## config.mk

```make
export PLATFORM = sky130hd
export DESIGN_NAME = skeeball_game_ctrl
export DESIGN_NICKNAME = d
export VERILOG_FILES = /design/src/rtl/skeeball_game_ctrl.sv
export SDC_FILE = /design/constraint.sdc
export NUM_CORES = 1
export LEC_CHECK = 0
export CAP_MARGIN = 15
export CELL_PAD_IN_SITES_DETAIL_PLACEMENT = 1
export CELL_PAD_IN_SITES_GLOBAL_PLACEMENT = 2
export CORE_AREA = 2 2 103 105
export DETAILED_ROUTE_END_ITERATION = 10
export DIE_AREA = 0 0 105 107
export GPL_TIMING_DRIVEN = 0
export PLACE_DENSITY_LB_ADDON = 0.08
export SLEW_MARGIN = 20
export SYNTH_ARGS = -nofsm -noshare
export SYNTH_HDL_FRONTEND = slang
export SYNTH_SLANG_ARGS = --single-unit
```

## constraint.sdc

```tcl
create_clock -name clk -period 2.4 [get_ports clk]
set_input_delay 0.24 -clock clk [delete_from_list [all_inputs] [get_ports clk]]
set_output_delay 0.24 -clock clk [all_outputs]
set_load 0.05 [all_outputs]
```

## src/rtl/skeeball_game_ctrl.sv

```systemverilog
// skeeball_game_ctrl
//   Game sequencer for the skeeball cabinet. It synchronizes the raw start
//   button and the seven target sensors, debounces the sensors, counts balls
//   per game, and drives the score datapath. Each ball produces exactly one
//   one-hot award on `points`, which is followed one cycle later by a `ballclk`
//   commit strobe. Each new game clears the score: `playstate` is held low
//   while a clear commit strobe is issued.
//
// Ports
//   clk         system clock; all logic runs on posedge
//   rst_n       asynchronous active-low reset
//   start       raw start button (asynchronous)
//   sen[6:0]    raw target sensors: 100,50,40,30,20,10,gutter (MSB..LSB)
//   playstate   0 clears the score block, 1 lets it play or hold the score
//   points[6:0] one-hot award for the current ball, same bit order as sen
//   ballclk     score commit strobe (the score block commits on its falling edge)
//   balls_left  balls remaining in the current game
//   game_over   high while the game is over and waiting for start
//
// Pipeline: both input paths are three flops deep (2-flop synchronizer
// followed by one more register), and every output is registered from the
// current state. Each output therefore shows the state one cycle after the
// state register holds it.
module skeeball_game_ctrl #(
    parameter int NUM_BALLS = 9,
    parameter int DEBOUNCE  = 3,
    parameter int TIMEOUT   = 1000
) (
    input  logic       clk,
    input  logic       rst_n,
    input  logic       start,
    input  logic [6:0] sen,
    output logic       playstate,
    output logic [6:0] points,
    output logic       ballclk,
    output logic [3:0] balls_left,
    output logic       game_over
);

    typedef enum logic [2:0] {
        S_IDLE, S_CLR, S_CLR_CMT, S_WAIT_BALL,
        S_SCORE, S_COMMIT, S_SETTLE, S_GAME_OVER
    } state_t;

    localparam logic [3:0]  DB_LAST = 4'(DEBOUNCE - 1);
    localparam logic [15:0] TO_LAST = 16'(TIMEOUT - 1);
    localparam logic [3:0]  BALLS   = 4'(NUM_BALLS);

    // Input synchronizers and the registered edge/sample stage.
    logic [6:0] sen_s1_q, sen_s2_q, sen_r_q;
    logic       st_s1_q, st_s2_q, st_prev_q, st_rise_q;

    state_t      state_q, state_d;
    logic [3:0]  db_cnt_q, db_cnt_d;
    logic [15:0] to_cnt_q, to_cnt_d;
    logic [6:0]  capture_q, capture_d;

    logic       playstate_q, playstate_d;
    logic [6:0] points_q, points_d;
    logic       ballclk_q, ballclk_d;
    logic [3:0] balls_left_q, balls_left_d;
    logic       game_over_q, game_over_d;

    logic s_any;
    assign s_any = |sen_r_q;

    // The highest-value active sensor wins. The loop runs upward, so a later
    // (higher) bit overwrites a lower one.
    function automatic logic [6:0] top_bit(input logic [6:0] v);
        logic [6:0] r;
        r = '0;
        for (int i = 0; i < 7; i++) begin
            if (v[i]) begin
                r    = '0;
                r[i] = 1'b1;
            end
        end
        return r;
    endfunction

    always_comb begin
        state_d   = state_q;
        db_cnt_d  = db_cnt_q;
        to_cnt_d  = to_cnt_q;
        capture_d = capture_q;
        case (state_q)
            S_IDLE:      if (st_rise_q) state_d = S_CLR;
            S_CLR:       state_d = S_CLR_CMT;
            S_CLR_CMT: begin
                state_d  = S_WAIT_BALL;
                db_cnt_d = '0;
                to_cnt_d = '0;
            end
            S_WAIT_BALL: begin
                // A hit takes priority over a timeout that expires on the same cycle.
                if (s_any && db_cnt_q == DB_LAST) begin
                    capture_d = top_bit(sen_r_q);
                    state_d   = S_SCORE;
                    db_cnt_d  = '0;
                end else if (to_cnt_q == TO_LAST) begin
                    capture_d = 7'b0000001;
                    state_d   = S_SCORE;
                    db_cnt_d  = '0;
                end else begin
                    to_cnt_d = to_cnt_q + 16'd1;
                    db_cnt_d = s_any ? db_cnt_q + 4'd1 : 4'd0;
                end
            end
            S_SCORE:     state_d = S_COMMIT;
            S_COMMIT:    state_d = S_SETTLE;
            S_SETTLE: begin
                // Here the counter measures quiet time, so a ball still
                // resting on a sensor cannot score twice.
                if (!s_any && db_cnt_q == DB_LAST) begin
                    db_cnt_d = '0;
                    to_cnt_d = '0;
                    state_d  = (balls_left_q == 4'd0) ? S_GAME_OVER : S_WAIT_BALL;
                end else begin
                    db_cnt_d = s_any ? 4'd0 : db_cnt_q + 4'd1;
                end
            end
            S_GAME_OVER: if (st_rise_q) state_d = S_CLR;
            default:     state_d = S_IDLE;
        endcase
    end

    always_comb begin
        playstate_d  = !(state_q == S_IDLE || state_q == S_CLR || state_q == S_CLR_CMT);
        points_d     = (state_q == S_SCORE) ? capture_q : 7'd0;
        ballclk_d    = (state_q == S_CLR_CMT) || (state_q == S_COMMIT);
        game_over_d  = (state_q == S_GAME_OVER);
        balls_left_d = balls_left_q;
        if (state_q == S_CLR_CMT)
            balls_left_d = BALLS;
        else if (state_q == S_COMMIT && balls_left_q != 4'd0)
            balls_left_d = balls_left_q - 4'd1;
    end

    always_ff @(posedge clk or negedge rst_n) begin
        if (!rst_n) begin
            sen_s1_q     <= '0;
            sen_s2_q     <= '0;
            sen_r_q      <= '0;
            st_s1_q      <= 1'b0;
            st_s2_q      <= 1'b0;
            st_prev_q    <= 1'b0;
            st_rise_q    <= 1'b0;
            state_q      <= S_IDLE;
            db_cnt_q     <= '0;
            to_cnt_q     <= '0;
            capture_q    <= '0;
            playstate_q  <= 1'b0;
            points_q     <= '0;
            ballclk_q    <= 1'b0;
            balls_left_q <= '0;
            game_over_q  <= 1'b0;
        end else begin
            sen_s1_q     <= sen;
            sen_s2_q     <= sen_s1_q;
            sen_r_q      <= sen_s2_q;
            st_s1_q      <= start;
            st_s2_q      <= st_s1_q;
            st_prev_q    <= st_s2_q;
            st_rise_q    <= st_s2_q & ~st_prev_q;
            state_q      <= state_d;
            db_cnt_q     <= db_cnt_d;
            to_cnt_q     <= to_cnt_d;
            capture_q    <= capture_d;
            playstate_q  <= playstate_d;
            points_q     <= points_d;
            ballclk_q    <= ballclk_d;
            balls_left_q <= balls_left_d;
            game_over_q  <= game_over_d;
        end
    end

    assign playstate  = playstate_q;
    assign points     = points_q;
    assign ballclk    = ballclk_q;
    assign balls_left = balls_left_q;
    assign game_over  = game_over_q;

endmodule

```

==> impl_metrics.ini <==
[run_status]
status = completed

[critical_path]
critical_path.max_stage_delay_ns = 0.57
setup.worst_path.start_class = flip-flop
crit_family = simple AND/OR/NAND/NOR gates
r2r_setup_slack_ns = 0.16
critPathKind = reg2reg
arrival_ns = 2.51
critical_path_required_ns = 2.67
cp_cell_sequence = or4_4 > o21ai_4 > a21oi_2 > buf_4 > buf_6 > or4_1 > a21oi_1
cp_slowest_cell = or4_4
cp_max_fo = 10
cp-end-kind = flip-flop
cp_num_buf_inv = 2

[floorplanning]
die_w_um = 105
initial_utilization_pct = 29.6
ios = 24
dieHeight_um = 107
row_count = 37
core_um2 = 10100
die_area_um2 = 11200

[logic_synthesis]
synth_cell_types = 47
synth.most_common_cell = dfrtp_1
yosysTopAreaCell = dfrtp_1
netlist.area_leader.share_pct = 57.8
yosysWarningCount = 0
synth_flop_cell = dfrtp_1
synthCells = 269
async_reset_ff_share_pct = 100
syn_nets = 289
syn_avg_cell_area_um2 = 11.1
syn-cell-area_um2 = 2990
synth-seq-cells = 69
ys_top_cells_by_area = dfrtp_1 (58%), ha_1 (4.2%), a21oi_1 (3.2%)
synth-edff-count = 0
synth_commonest_cells = dfrtp_1 (69), nand2_1 (24), a21oi_1 (19)
yosysSeqAreaShare_pct = 57.8

[clock_network]
clock_latency_ns = 0.35
cts-root-buf = clkbuf_8
numCtsBuffers = 9
cts_sinks = 69
cts_tree = built
htreeDepth = 3
path_clk_slew_ns = 0.09
clk_path_buf_depth = 2

[route]
routed_via_density = 5.07
wirelength_mm = 7.30
vias = 2275
ant_nets = 0
drt_first_pass_iters = 6
wl_per_cell_um = 16.3
first_iter_violations = 36
route.detailed.drc = 0

[sta]
whs_ns = 0.320
skew_ns = 0.00907
setup_viol = 0
fin_crit_ns = 2.24
hold_viol_final = 0
fmax_mhz = 447
slew_headroom_pct = 66.0
worst_pin_slew_ns = 0.510
rsz0062_at_grt = no
final_max_slew_viol_count = 0
fin_crit_sh_pct = 93.3

[power_and_ir_drop]
power_mw = 3.70
power_density_nw_per_um2 = 999
vdd_drop_max_v = 0.000385
power.leakage_nw = 1.56

[flow_run]
maxCapViolCount = 0

[placed_design]
dpl.hpwl_mm = 5.08
dp.cells = 429
gp_congestion = 0.700
portBuffers = 23

[global_route]
grt_max_degree = 48
grt_overflow = 0
track_usage_pct = 14.2
grt_pass1_wl_mm = 12.3
antenna_found_initial = 0
grt_pass1_vias = 2380

[cells_and_area]
num_antenna_cells = 0
syn2layout_area_growth_pct = 23.9
drive_gt1_share_pct = 14.4
finalNetCount = 328
nFillCells = 1167
finalNonFillerCells = 449

[min_path]
hold_path_class = in2reg
## cells by family (layout without fill, tap and decap cells)
group	Yosys count	after routing	share of synthesized area (%)
buf+inv	16	60	2.64
compound gates	58	58	12.7
simple gates	112	112	21.3
fa+ha+maj	10	10	4.19
mux	3	3	1.05
flops	69	69	57.8
xor+xnor	1	1	0.293
## report_power, final
part / switching [mW] / internal (mW)
Combinational: 0.862 / 0.463
Clock: 0.539 / 0.411
Sequential: 0.118 / 1.30
## sequential cells by signal, summed over array words and instances, names as in the netlist, 3 cells and up
register,flops
state_q,3
sen_s1_q,7
balls_left,4
points,7
sen_s2_q,7
capture_q,7
sen_r_q,7
db_cnt_q,4
to_cnt_q,16
## routing by layer
| metal | track usage [%] | vias up | part of all wire, % |
|---|---|---|---|
| li1 | - | 1070 | - |
| met1 | 17.8 | 1173 | 47 |
| met2 | 23.7 | 25 | 50 |
| met3 | 2.86 | 7 | 1.4 |
| met4 | 6.19 | 0 | 1.0 |
| met5 | 0 | - | 0 |
## worst paths after layout
check                                       from                       end  cells past startpoint
max                         sen_r_q[1]$_DFF_PN0_  to_cnt_q[10]$_DFFE_PN0P_                      7
min                                       sen[4]     sen_s1_q[4]$_DFF_PN0_                      1
max reg2reg                 sen_r_q[1]$_DFF_PN0_  to_cnt_q[10]$_DFFE_PN0P_                      7
min reg2reg                sen_s2_q[3]$_DFF_PN0_      sen_r_q[3]$_DFF_PN0_                      0
max in group asynchronous                  rst_n       st_prev_q$_DFF_PN0_                      3
min in group asynchronous                  rst_n   to_cnt_q[6]$_DFFE_PN0P_                      2
## cell usage in the layout, fill, tap and decap left out, types with 3 or more instances in the layout
cell type        netlist  layout
or3_1                  6       6
buf_4                  0       4
ha_1                  10       8
o31ai_1               10      10
nor2_1                12      11
nor3_1                 9       6
or4_1                 10      10
a21o_1                 3       3
inv_1                  7       7
and2_1                 3       3
nand2_1               24      24
clkbuf_8               0       9
o21ai_0               12      12
dfrtp_1               69      69
clkdlybuf4s50_1        0      22
nand2b_1               4       3
and3_1                 9       9
nor2b_1                3       3
nor3_2                 0       3
inv_8                  0       3
nand3_1                8       8
nand4_1                8       8
a21oi_1               19      19
## what timing repair did
action                                 4_1_cts  5_1_grt
buffers inserted                             1        2
hold buffers                                 1        0
endpoints found under the hold margin       22        0
setup endpoints to repair                   16       17
gates resized for setup                      5       10
pin swaps                                    1        2
## layout make-up
class | count | area, um^2 | area share [%]
flip-flops and latches | 69 | 1730 | 46.7
plain buffers | 9 | 60.1 | 1.62
clock inverters | 7 | 75.1 | 2.03
repair buffers | 28 | 288 | 7.78
multi-input cells | 184 | 1230 | 33.3
clock buffers | 9 | 124 | 3.35
inverters | 7 | 26.3 | 0.710
well taps | 136 | 170 | 4.60
## stage by stage
step | utilization, % | setup WS [ns] | cell area (um^2) | setup TNS [ns]
floorplan | - | 0.324 | 2990 | 0
global placement | 33.6 | -1.51 | 3390 | -106.82
detailed placement | 33.8 | -0.259 | 3410 | -2.64
CTS | 36.2 | 0.00172 | 3650 | 0
global route | 36.7 | 0.0114 | 3700 | 0
finish | 36.7 | 0.161 | 3700 | 0
Note: power is estimated with default switching activity, not from simulation.
